--- src/rtl/pic_ctrl_fsm.sv ---
// Instruction-cycle controller for the 8-bit core.
// Sequences fetch, decode, execute and writeback, and owns the PC.
module pic_ctrl_fsm #(
  parameter int              PC_W      = 8,
  parameter logic [PC_W-1:0] RESET_VEC = '0,
  parameter int              CNT_W     = 16
) (
  input  logic             clk,
  input  logic             rst_n,
  input  logic             stall_i,
  input  logic             pmem_ack,
  input  logic [3:0]       inst,
  input  logic             d,
  output logic [PC_W-1:0]  pc,
  output logic             pmem_req,
  output logic             ir_load,
  output logic             f_rd,
  output logic [3:0]       alu_op,
  output logic             w_we,
  output logic             f_we,
  output logic             busy,
  output logic [CNT_W-1:0] retired
);

  typedef enum logic [1:0] {
    FETCH  = 2'd0,
    DECODE = 2'd1,
    EXEC   = 2'd2,
    WB     = 2'd3
  } state_t;

  localparam logic [3:0] OP_ADD  = 4'd2;
  localparam logic [3:0] OP_AND  = 4'd4;
  localparam logic [3:0] OP_NOP  = 4'd8;
  localparam logic [3:0] OP_CLR  = 4'd9;
  localparam logic [3:0] OP_SWAP = 4'd11;

  state_t     state;
  logic [3:0] inst_q;
  logic       d_q;
  logic [3:0] inst_n;
  logic       reads_f;
  logic       commits;
  logic       fetch_go;

  // Fold unsupported decoder codes onto NOP.
  always_comb begin
    inst_n = OP_NOP;
    case (inst)
      OP_ADD,
      OP_AND,
      OP_CLR,
      OP_SWAP: inst_n = inst;
      default: inst_n = OP_NOP;
    endcase
  end

  // Operand read is needed for two-operand and in-place ops only.
  always_comb begin
    reads_f = 1'b0;
    case (inst_n)
      OP_ADD,
      OP_AND,
      OP_SWAP: reads_f = 1'b1;
      default: reads_f = 1'b0;
    endcase
  end

  assign commits  = (inst_q != OP_NOP);

  // Request is held in reset so no fetch starts before release.
  assign pmem_req = rst_n
                  & (state == FETCH)
                  & ~stall_i;
  assign fetch_go = pmem_req & pmem_ack;
  assign ir_load  = fetch_go;
  assign busy     = (state != FETCH)
                  | pmem_req;

  // Sequencer with registered per-phase strobes.
  always_ff @(posedge clk or negedge rst_n) begin
    if (!rst_n) begin
      state   <= FETCH;
      pc      <= RESET_VEC;
      retired <= '0;
      inst_q  <= OP_NOP;
      d_q     <= 1'b0;
      alu_op  <= 4'd0;
      f_rd    <= 1'b0;
      w_we    <= 1'b0;
      f_we    <= 1'b0;
    end else begin
      unique case (state)
        FETCH: begin
          if (fetch_go)
            state <= DECODE;
        end
        DECODE: begin
          inst_q <= inst_n;
          d_q    <= d;
          alu_op <= inst_n;
          f_rd   <= reads_f;
          state  <= EXEC;
        end
        EXEC: begin
          f_rd  <= 1'b0;
          w_we  <= commits & ~d_q;
          f_we  <= commits & d_q;
          state <= WB;
        end
        WB: begin
          w_we    <= 1'b0;
          f_we    <= 1'b0;
          alu_op  <= 4'd0;
          pc      <= pc + PC_W'(1);
          retired <= retired + CNT_W'(1);
          state   <= FETCH;
        end
        default: state <= FETCH;
      endcase
    end
  end

endmodule

--- config.mk ---
export PLATFORM = sky130hd
export DESIGN_NAME = pic_ctrl_fsm
export DESIGN_NICKNAME = d
export VERILOG_FILES = /design/src/rtl/pic_ctrl_fsm.sv
export SDC_FILE = /design/constraint.sdc
export NUM_CORES = 1
export LEC_CHECK = 0
export CORE_UTILIZATION = 45
export CTS_CLUSTER_DIAMETER = 50
export DETAILED_ROUTE_END_ITERATION = 8
export MAX_ROUTING_LAYER = met4
export PLACE_DENSITY_LB_ADDON = 0.2
export SYNTH_ARGS = -nofsm -noshare
export SYNTH_HDL_FRONTEND = slang
export SYNTH_SLANG_ARGS = --single-unit
--- constraint.sdc ---
create_clock -name clk -period 3.38 [get_ports clk]
set_input_delay 0.676 -clock clk [delete_from_list [all_inputs] [get_ports clk]]
set_output_delay 0.676 -clock clk [all_outputs]
set_load 0.01 [all_outputs]
==> results of run 1 <==
logic make-up after synthesis:
kind of cell,Yosys count
AO/OA/AOI/OAI,16
multiplexers,4
XOR/XNOR,23
AND/OR/NAND/NOR,54
flip-flops,38
buffers and inverters,13
adder cells (fa/ha/maj),7
synthesized netlist by cell type (2+ instances only):
library cell,count,area (um^2)
o21ai_1,5,25.0
mux2_1,3,33.8
xnor2_1,10,87.6
nand2_1,10,37.5
nor4_2,4,50.1
nand3_1,5,25.0
nand4_1,7,43.8
xor2_1,13,114
a22o_1,2,17.5
inv_1,10,37.5
buf_2,2,10.0
a21oi_1,4,20.0
nor3_1,4,20.0
nand2b_1,5,31.3
ha_1,7,87.6
nand4_4,2,42.5
dfrtp_1,37,926
nor2_1,9,33.8
path summary, 6_finish.rpt:
kind	to	cells after the start
min	w_we$_DFFE_PN0P_	2
max reg2reg	retired[15]$_DFFE_PN0P_	4
max in group asynchronous	inst_q[3]$_DFFE_PN1P_	2
min reg2reg	pc[7]$_DFFE_PN0P_	1
min in group clk	pc[7]$_DFFE_PN0P_	1
max	ir_load	4
flip-flops by register name (all words and copies together), names as in the netlist:
signal / flops
f_we: 1
state: 2
retired: 16
pc: 8
inst_q: 4
f_rd: 1
alu_op: 4
w_we: 1
d_q: 1
placed cells by master (no fill, tap or decap), types with 2 or more instances in the layout:
cell type / synthesis / routed
nor4_2: 4 / 4
clkinv_2: 0 / 2
a22o_1: 2 / 2
nand2b_1: 5 / 5
xor2_1: 13 / 13
xnor2_1: 10 / 10
inv_1: 10 / 10
nand3_1: 5 / 5
o21ai_1: 5 / 5
dfrtp_1: 37 / 37
clkbuf_8: 0 / 5
a21oi_1: 4 / 4
nor2_1: 9 / 9
clkdlybuf4s50_1: 0 / 41
nand4_1: 7 / 7
nor3_1: 4 / 4
nand2_1: 10 / 10
mux2_1: 3 / 3
nand4_4: 2 / 2
ha_1: 7 / 7
critical path: cells and delay by family:
family	cells	cell delay, ns
and+or+nand+nor	2	0.41
buffers and inverters	2	0.95
power breakdown:
group	switching [mW]	internal [mW]	total [mW]
clock network	0.153	0.217	0.370
logic	0.303	0.334	0.637
registers	0.138	0.587	0.725
final cells by class:
| cell class | instances | area [um^2] | area share, % |
|---|---|---|---|
| clock buffers | 5 | 68.8 | 2.92 |
| clock inverters | 3 | 40.0 | 1.70 |
| inverters | 10 | 37.5 | 1.59 |
| multi-input cells | 104 | 777 | 32.9 |
| flip-flops and latches | 38 | 952 | 40.4 |
| well taps | 48 | 60.1 | 2.55 |
| repair buffers | 43 | 423 | 17.9 |
stage by stage:
step	worst slack [ns]	total power [mW]
floorplan	1.42	1.08
global placement	0.691	1.34
CTS	0.654	1.75
detailed placement	0.658	1.38
finish	0.674	1.73
global route	0.568	1.85
routing by layer:
metal | wire length [um] | global-route usage [%] | part of all wire, %
met5 | 0 | - | 0
met4 | 25 | 6.67 | 0.70
met3 | 152 | 5.81 | 4.3
met2 | 1740 | 31.3 | 49
met1 | 1630 | 23.7 | 46
==> summary.md, run 1 <==
| Metric | Value |
|---|---|
| Outcome | `finished, final reports clean` |
| Fin nets | `218` |
| PortBufs | `42` |
| Synthesized net count | `171` |
| Layout cells sized above 1 | `8.87%` |
| All-Layer GR Usage | `19.6%` |
| Adder-Cell Fraction of Synth Area | `4.92%` |
| CP Launch Point | `stall_i` |
| Final instance area | `2360 um^2` |
| Total CTS buffers | `5` |
| Post-Synth Simple-Gate Area | `19.5%` |
| EDFF count, synth | `0` |
| Endpoints failing setup | `0` |
| Fin util | `63.5%` |
| Post-CTS Repair Setup Buffers | `0` |
| Most frequently used flop master after synthesis | `dfrtp_1` |
| Num ports | `43` |
| Fin crit period | `2.71 ns` |
| Fin crit share | `80.1%` |
| Worst rel slew slack | `49.5%` |
| Number of iterations in the first detailed-routing pass | `4` |
| Layout area overhead | `32.5%` |
| Die width | `64.9 um` |
| Dpl cell area | `2250 um^2` |
| Total gr overflow | `0` |
| Largest family of logic cells by synthesized area | `simple AND/OR/NAND/NOR gates` |
| Fillers | `292` |
| Critical Path Source Type | `input port` |
| DRT iter0 DRCs | `53` |
| VDD IR max | `0.436 mV` |
| H-tree levels | `2` |
| CTS Buffer Depth | `2` |
| Worst-path cell chain | `clkdlybuf4s50_1 -> nor3b_1 -> and2_1 -> clkdlybuf4s50_1` |
| DR vias/cell | `5.12` |
| Clk_lat worst skew | `0.28 ns` |
| Die height | `64.9 um` |
| Vias in the first global route | `1,305` |
| FP Rows | `22` |
| Post-Route WL | `3.55 mm` |
| Drc violations | `0` |
| Layout Skew | `0.00557 ns` |
| Post-CTS resize count | `0` |
| Post-synthesis instance area | `1780 um^2` |
| Register-to-register path setup slack | `1.41 ns` |
| XOR/XNOR Fraction of Synth Area | `11.3%` |
| Cell repeated most along the worst path | `clkdlybuf4s50_1` |
| CP endpoint kind | `primary output` |
| Via count | `1,286` |
| CP Max Fanout | `3` |
| Mux cell area share after synthesis | `2.46%` |
| Die ar. | `4210 um^2` |
| Syn. warnings | `0` |
| Syn_area_per_cell | `11.5 um^2` |
| Root Driver | `clkbuf_8` |
| Routed length per placed instance | `14.1 um` |
| Reg2reg start | `state[1]$_DFFE_PN0P_` |
| Cts hold-fix bufs | `0` |
| Routability cong. | `0.758` |
| Synth Instances | `155` |
| Pin count of the biggest net entering global routing | `40` |
| Antenna Nets Post-Route | `0` |
| Unrepaired setup endpoints after global routing | `false` |
| Final Hold Fails | `0` |
| Reg clk slew, reported paths | `0.07 ns` |
| Arr. time, crit path | `2.03 ns` |
| Ys async rst share | `100%` |
| Core area | `3720 um^2` |
| Initial antenna violation count | `0` |
| Post-detail-place hpwl | `2.46 mm` |
| Worst hold path class | `in -> async` |
| Peak Freq | `370 MHz` |
| CP Data Required Time | `2.70 ns` |
| Slowest cell on the critical path | `clkdlybuf4s50_1` |
| TritonCTS Sinks | `38` |
| N_diodes | `0` |
| WS Path Type | `in -> out` |
| Hold Slack | `0.471 ns` |
| Slew Limit Fails | `0` |
| Setup TNS | `0 ns` |
| Placed cells | `243` |
| Post-synthesis cell type count | `34` |
| Max incr delay on CP | `0.52 ns` |
| Leakage | `1.05 nW` |
| Max-Cap Viols | `0` |
| Pwr dens | `734 nW/um^2` |
| Final Non-Filler Cells | `251` |
| Initial core utilization | `47.9%` |
| CTS tree | `yes` |
| Seq/Total Area, Yosys | `53.5%` |
| Compound-Gate Fraction of Synth Area | `5.48%` |
| First-pass GRT wire length | `5.98 mm` |
| Slew @ Worst Pin | `0.757 ns` |
| Post-synthesis register bit count | `38` |
(Power assumes the default switching activity.)
==> run 2, diff against run 1 <==
- clock period: 3.38 -> 2.64 ns (I/O delays scaled with it)
==> run 2 against run 1 <==
  * Register-to-register slack got worse by 0.45 ns
  * Sequential power rose by 28%
  * Die area did not move
  * Cell count rose by 0.40%
  * Design area rose by 1.8%
  * Total power rose by 35%
  * Core utilization rose by 1.1 points
  * Non-clock buffer count rose by 1
  * Clock skew barely moved
  * Critical endpoint unchanged
  * Worst hold slack got worse by 0.16 ns
==> summary.md, run 2 (synthesis results as in run 1) <==
| Metric | Value |
|---|---|
| Routed length per placed instance | `13.4 um` |
| Unrepaired setup endpoints after global routing | `false` |
| Hold Slack | `0.312 ns` |
| Max FFs per register | `16` |
| Pin count of the biggest net entering global routing | `40` |
| Post-detail-place hpwl | `2.36 mm` |
| Die width | `64.9 um` |
| DRT iter0 DRCs | `43` |
| Outcome | `finished, final reports clean` |
| Critical Path Source Type | `register` |
| PortBufs | `42` |
| Register name with the most flops | `retired` |
| CP endpoint kind | `primary output` |
| Post-CTS resize count | `0` |
| Reg2reg end | `pc[7]$_DFFE_PN0P_` |
| Worst rel slew slack | `68.2%` |
| CP Depth | `5` |
| Largest registers | `retired: 16 flops, pc: 8 flops` |
| Initial core utilization | `47.9%` |
| Placed cells | `244` |
| Final Non-Filler Cells | `252` |
| Reg clk slew, reported paths | `0.07 ns` |
| Buf+Inv Stages, Crit Path | `2` |
| PnR Total Power | `2.34 mW` |
| All-Layer GR Usage | `18.7%` |
| Worst-path cell chain | `inv_1 -> ha_1 -> nor3b_1 -> and2_1 -> clkdlybuf4s50_1` |
| Post-CTS Repair Setup Buffers | `0` |
| Reg2reg start | `state[1]$_DFFE_PN0P_` |
| Clk_lat worst skew | `0.28 ns` |
| Fillers | `298` |
| Die ar. | `4210 um^2` |
| Max-Cap Viols | `0` |
| First-pass GRT wire length | `5.78 mm` |
| Post-Route WL | `3.38 mm` |
| CTS Buffer Depth | `2` |
| Arr. time, crit path | `1.91 ns` |
| Max incr delay on CP | `0.52 ns` |
| Routability cong. | `0.766` |
| Fin crit period | `2.44 ns` |
| Leakage | `1.07 nW` |
| CP delay by family, top | `buffers and inverters` |
| Setup TNS | `0 ns` |
| Via count | `1,296` |
| FP Rows | `22` |
| TritonCTS Sinks | `38` |
| Vias in the first global route | `1,302` |
| Slew @ Worst Pin | `0.476 ns` |
| CP Max Fanout | `4` |
| Register-to-register path setup slack | `0.96 ns` |
| Drc violations | `0` |
| Fin crit share | `92.2%` |
| Worst reg-to-reg path cell count | `5` |
| WS Path Type | `reg -> out` |
| Peak Freq | `411 MHz` |
| Num ports | `43` |
| N_diodes | `0` |
| Fin util | `64.6%` |
| CP Data Required Time | `2.11 ns` |
| Layout area overhead | `34.8%` |
| Worst hold path class | `in -> async` |
| H-tree levels | `2` |
| End of the critical path | `ir_load` |
| Total CTS buffers | `5` |
| Number of iterations in the first detailed-routing pass | `4` |
| Fin nets | `219` |
| Most common cell after layout, fill and taps aside | `clkdlybuf4s50_1` |
| Slowest cell on the critical path | `clkdlybuf4s50_1` |
| Endpoints failing setup | `0` |
| Commonest cells after routing, fill and taps aside | `clkdlybuf4s50_1, dfrtp_1, xor2_1` |
| Root Driver | `clkbuf_8` |
| Layout Skew | `0.00576 ns` |
| VDD IR max | `0.524 mV` |
| Pwr dens | `976 nW/um^2` |
| Initial antenna violation count | `0` |
| DR vias/cell | `5.14` |
| CP Launch Point | `state[0]$_DFFE_PN0P_` |
| Final Hold Fails | `0` |
| Slew Limit Fails | `0` |
| Die height | `64.9 um` |
| Antenna Nets Post-Route | `0` |
| CTS tree | `yes` |
| Layout cells sized above 1 | `9.31%` |
| Total gr overflow | `0` |
| Core area | `3720 um^2` |
| Cts hold-fix bufs | `0` |
## run 2: cell types whose count changed in the layout (fill, tap and decap cells not counted), sizes merged
cell,previous run,this run
buf,2,3
bufinv,1,2
clkbuf,5,6
clkinv,2,0
## run 2: final cells by class
cell class	instances	area (um^2)	area share, %
inverters	10	37.5	1.56
repair buffers	44	430	17.9
multi-input cells	104	777	32.4
flip-flops and latches	38	952	39.7
clock buffers	6	82.6	3.44
well taps	48	60.1	2.50
clock inverters	2	60.1	2.50
## run 2: worst min-delay path by stage
stage / to / slack [ns] / cells after the start
5_1_grt: inst_q[0]$_DFFE_PN0P_ / 0.35 / 2
4_1_cts: inst_q[0]$_DFFE_PN0P_ / 0.33 / 2
6_report: inst_q[0]$_DFFE_PN0P_ / 0.31 / 2
3_3_place_gp: retired[15]$_DFFE_PN0P_ / 0.46 / 1
2_1_floorplan: alu_op[0]$_DFFE_PN0P_ / 0.23 / 0
3_5_place_dp: retired[15]$_DFFE_PN0P_ / 0.46 / 1
## run 2: through the flow
stage / setup slack, ns / cell area (um^2)
floorplan: 0.863 / 1780
global placement: 0.247 / 2260
detailed placement: 0.227 / 2260
CTS: 0.171 / 2400
global route: 0.0947 / 2400
finish: 0.205 / 2400
## run 2: worst register-to-register path, cell delays in order (launching register included)
cell	delay, ns
dfrtp_1	0.38
ha_1	0.45
buf_4	0.26
nand4_1	0.17
nor2_1	0.19
xor2_1	0.16
## run 2: metal layers
metal  global-route usage [%]  up-vias  share of wire (%)  wire (um)
li1                         -      629                  -          -
met1                     21.7      630                 46       1540
met2                     30.9       33                 49       1660
met3                     5.99        4                4.5        152
met4                     5.83        0               0.74         25
met5                        -        -                  0          0
## run 2: report_power, final
part	total [mW]	leakage [nW]	switching, mW	internal, mW
clock	0.596	0.0714	0.193	0.403
sequential	0.925	0.498	0.174	0.752
combinational	0.821	0.498	0.384	0.437
==> run 3, diff against run 2 <==
- ABC_CLOCK_PERIOD_IN_PS: unset -> 2640
- RECOVER_POWER: unset -> 25
- SKIP_CTS_REPAIR_TIMING: unset -> 1
==> run 3 against run 2 <==
  * First-iteration DRC count unchanged
  * Sequential cell count unchanged
  * Total power about the same
  * Clock power about the same
  * Die area unchanged
  * Worst hold slack improved by 0.042 ns
  * Fmax unchanged
  * Worst setup slack unchanged
  * Critical path depth unchanged
  * Clock-buffer cell count unchanged
  * Clock skew unchanged
  * Global-route usage unchanged
==> summary.md, run 3 (synthesis results as in run 1) <==
| Metric | Value |
|---|---|
| Die width | `64.9 um` |
| Pwr dens | `976 nW/um^2` |
| Root Driver | `clkbuf_8` |
| Post-detail-place hpwl | `2.36 mm` |
| Num ports | `43` |
| N_diodes | `0` |
| Peak Freq | `411 MHz` |
| FP Rows | `22` |
| Reg clk slew, reported paths | `0.07 ns` |
| VDD IR max | `0.524 mV` |
| Setup TNS | `0 ns` |
| Fin crit share | `92.2%` |
| Antenna Nets Post-Route | `0` |
| Post-Route WL | `3.37 mm` |
| Fin nets | `219` |
| Commonest cells after routing, fill and taps aside | `clkdlybuf4s50_1, dfrtp_1, xor2_1` |
| Most common cell after layout, fill and taps aside | `clkdlybuf4s50_1` |
| Reg2reg end | `pc[7]$_DFFE_PN0P_` |
| Worst setup margin | `0.205 ns` |
| DR vias/cell | `5.14` |
| Largest registers | `retired: 16 flops, pc: 8 flops` |
| Reg2reg start | `state[1]$_DFFE_PN0P_` |
| CTS Buffer Depth | `2` |
| Arr. time, crit path | `1.91 ns` |
| Final Non-Filler Cells | `252` |
| TritonCTS Sinks | `38` |
| Routed length per placed instance | `13.4 um` |
| CP endpoint kind | `primary output` |
| Slew Limit Fails | `0` |
| CP Max Fanout | `4` |
| Core area | `3720 um^2` |
| Worst hold path class | `in -> async` |
| PortBufs | `42` |
| Register name with the most flops | `retired` |
| Placed cells | `244` |
| Fin crit period | `2.44 ns` |
| Unrepaired setup endpoints after global routing | `false` |
| Clk_lat worst skew | `0.28 ns` |
| Max FFs per register | `16` |
| Slew @ Worst Pin | `0.477 ns` |
| Final Hold Fails | `0` |
| CP Data Required Time | `2.11 ns` |
| Dpl cell area | `2260 um^2` |
| Final instance area | `2400 um^2` |
| Die ar. | `4210 um^2` |
| Drc violations | `0` |
| Worst rel slew slack | `68.2%` |
| DP Worst Slack | `0.227 ns` |
| PnR Total Power | `2.34 mW` |
| Routability cong. | `0.766` |
| Layout area overhead | `34.7%` |
| Layout Skew | `0.00576 ns` |
| Worst reg-to-reg path cell count | `5` |
| Critical Path Source Type | `register` |
| Pin count of the biggest net entering global routing | `40` |
| Total CTS buffers | `5` |
| Initial core utilization | `47.9%` |
| Number of iterations in the first detailed-routing pass | `4` |
| WS Path Type | `reg -> out` |
| First-pass GRT wire length | `5.78 mm` |
| Register-to-register path setup slack | `0.96 ns` |
| CTS tree | `yes` |
| Endpoints failing setup | `0` |
| Layout cells sized above 1 | `8.82%` |
| All-Layer GR Usage | `18.7%` |
| Vias in the first global route | `1,302` |
| Total gr overflow | `0` |
| H-tree levels | `2` |
| DRT iter0 DRCs | `43` |
| Outcome | `finished, final reports clean` |
| Die height | `64.9 um` |
| Max-Cap Viols | `0` |
| Via count | `1,296` |
| Initial antenna violation count | `0` |
| Leakage | `1.06 nW` |
## run 3: cell types whose count changed in the layout (fill, tap and decap cells not counted)
cell | before | now
clkbuf_1 | 0 | 1
buf_2 | 1 | 0
## run 3: how the worst max path moves through the flow
| stage | from | end | slack (ns) | cells past startpoint |
|---|---|---|---|---|
| after detailed placement | stall_i | ir_load | 0.23 | 4 |
| after floorplan | state[0]$_DFFE_PN0P_ | ir_load | 0.86 | 4 |
| after CTS | state[0]$_DFFE_PN0P_ | ir_load | 0.17 | 5 |
| after global placement | stall_i | ir_load | 0.25 | 4 |
| after global routing | state[0]$_DFFE_PN0P_ | ir_load | 0.09 | 5 |
| final | state[0]$_DFFE_PN0P_ | ir_load | 0.20 | 5 |
## run 3: worst max-delay path, cell delays in order, from the launching register on
cell and delay (ns):
dfrtp_1 0.40, inv_1 0.12, ha_1 0.19, nor3b_1 0.23, and2_1 0.16, clkdlybuf4s50_1 0.52
## run 3: per-layer routing
metal  vias to the layer above  global-route usage, %  routed length, um
li1                        629                      -                  -
met1                       630                   21.7               1540
met2                        33                   30.9               1660
met3                         4                   5.99                151
met4                         0                   5.83                 25
met5                         -                      -                  0
## run 3: power breakdown
group / internal [mW] / switching [mW]
clock: 0.403 / 0.193
sequential: 0.752 / 0.174
combinational: 0.437 / 0.384
## run 3: area by class of cell
class                   count  area, um^2
flip-flops and latches     38         952
clock inverters             2        60.1
inverters                  10        37.5
repair buffers             44         429
clock buffers               6        82.6
fillers                   298        1320
multi-input cells         104         777
well taps                  48        60.1
## run 3: stage by stage
stage          util, %  hold slack (ns)
2_1_floorplan        -            0.232
3_3_place_gp      60.7            0.459
3_5_place_dp      60.7            0.461
4_1_cts           64.6            0.334
5_1_grt           64.5            0.399
6_report          64.5            0.354
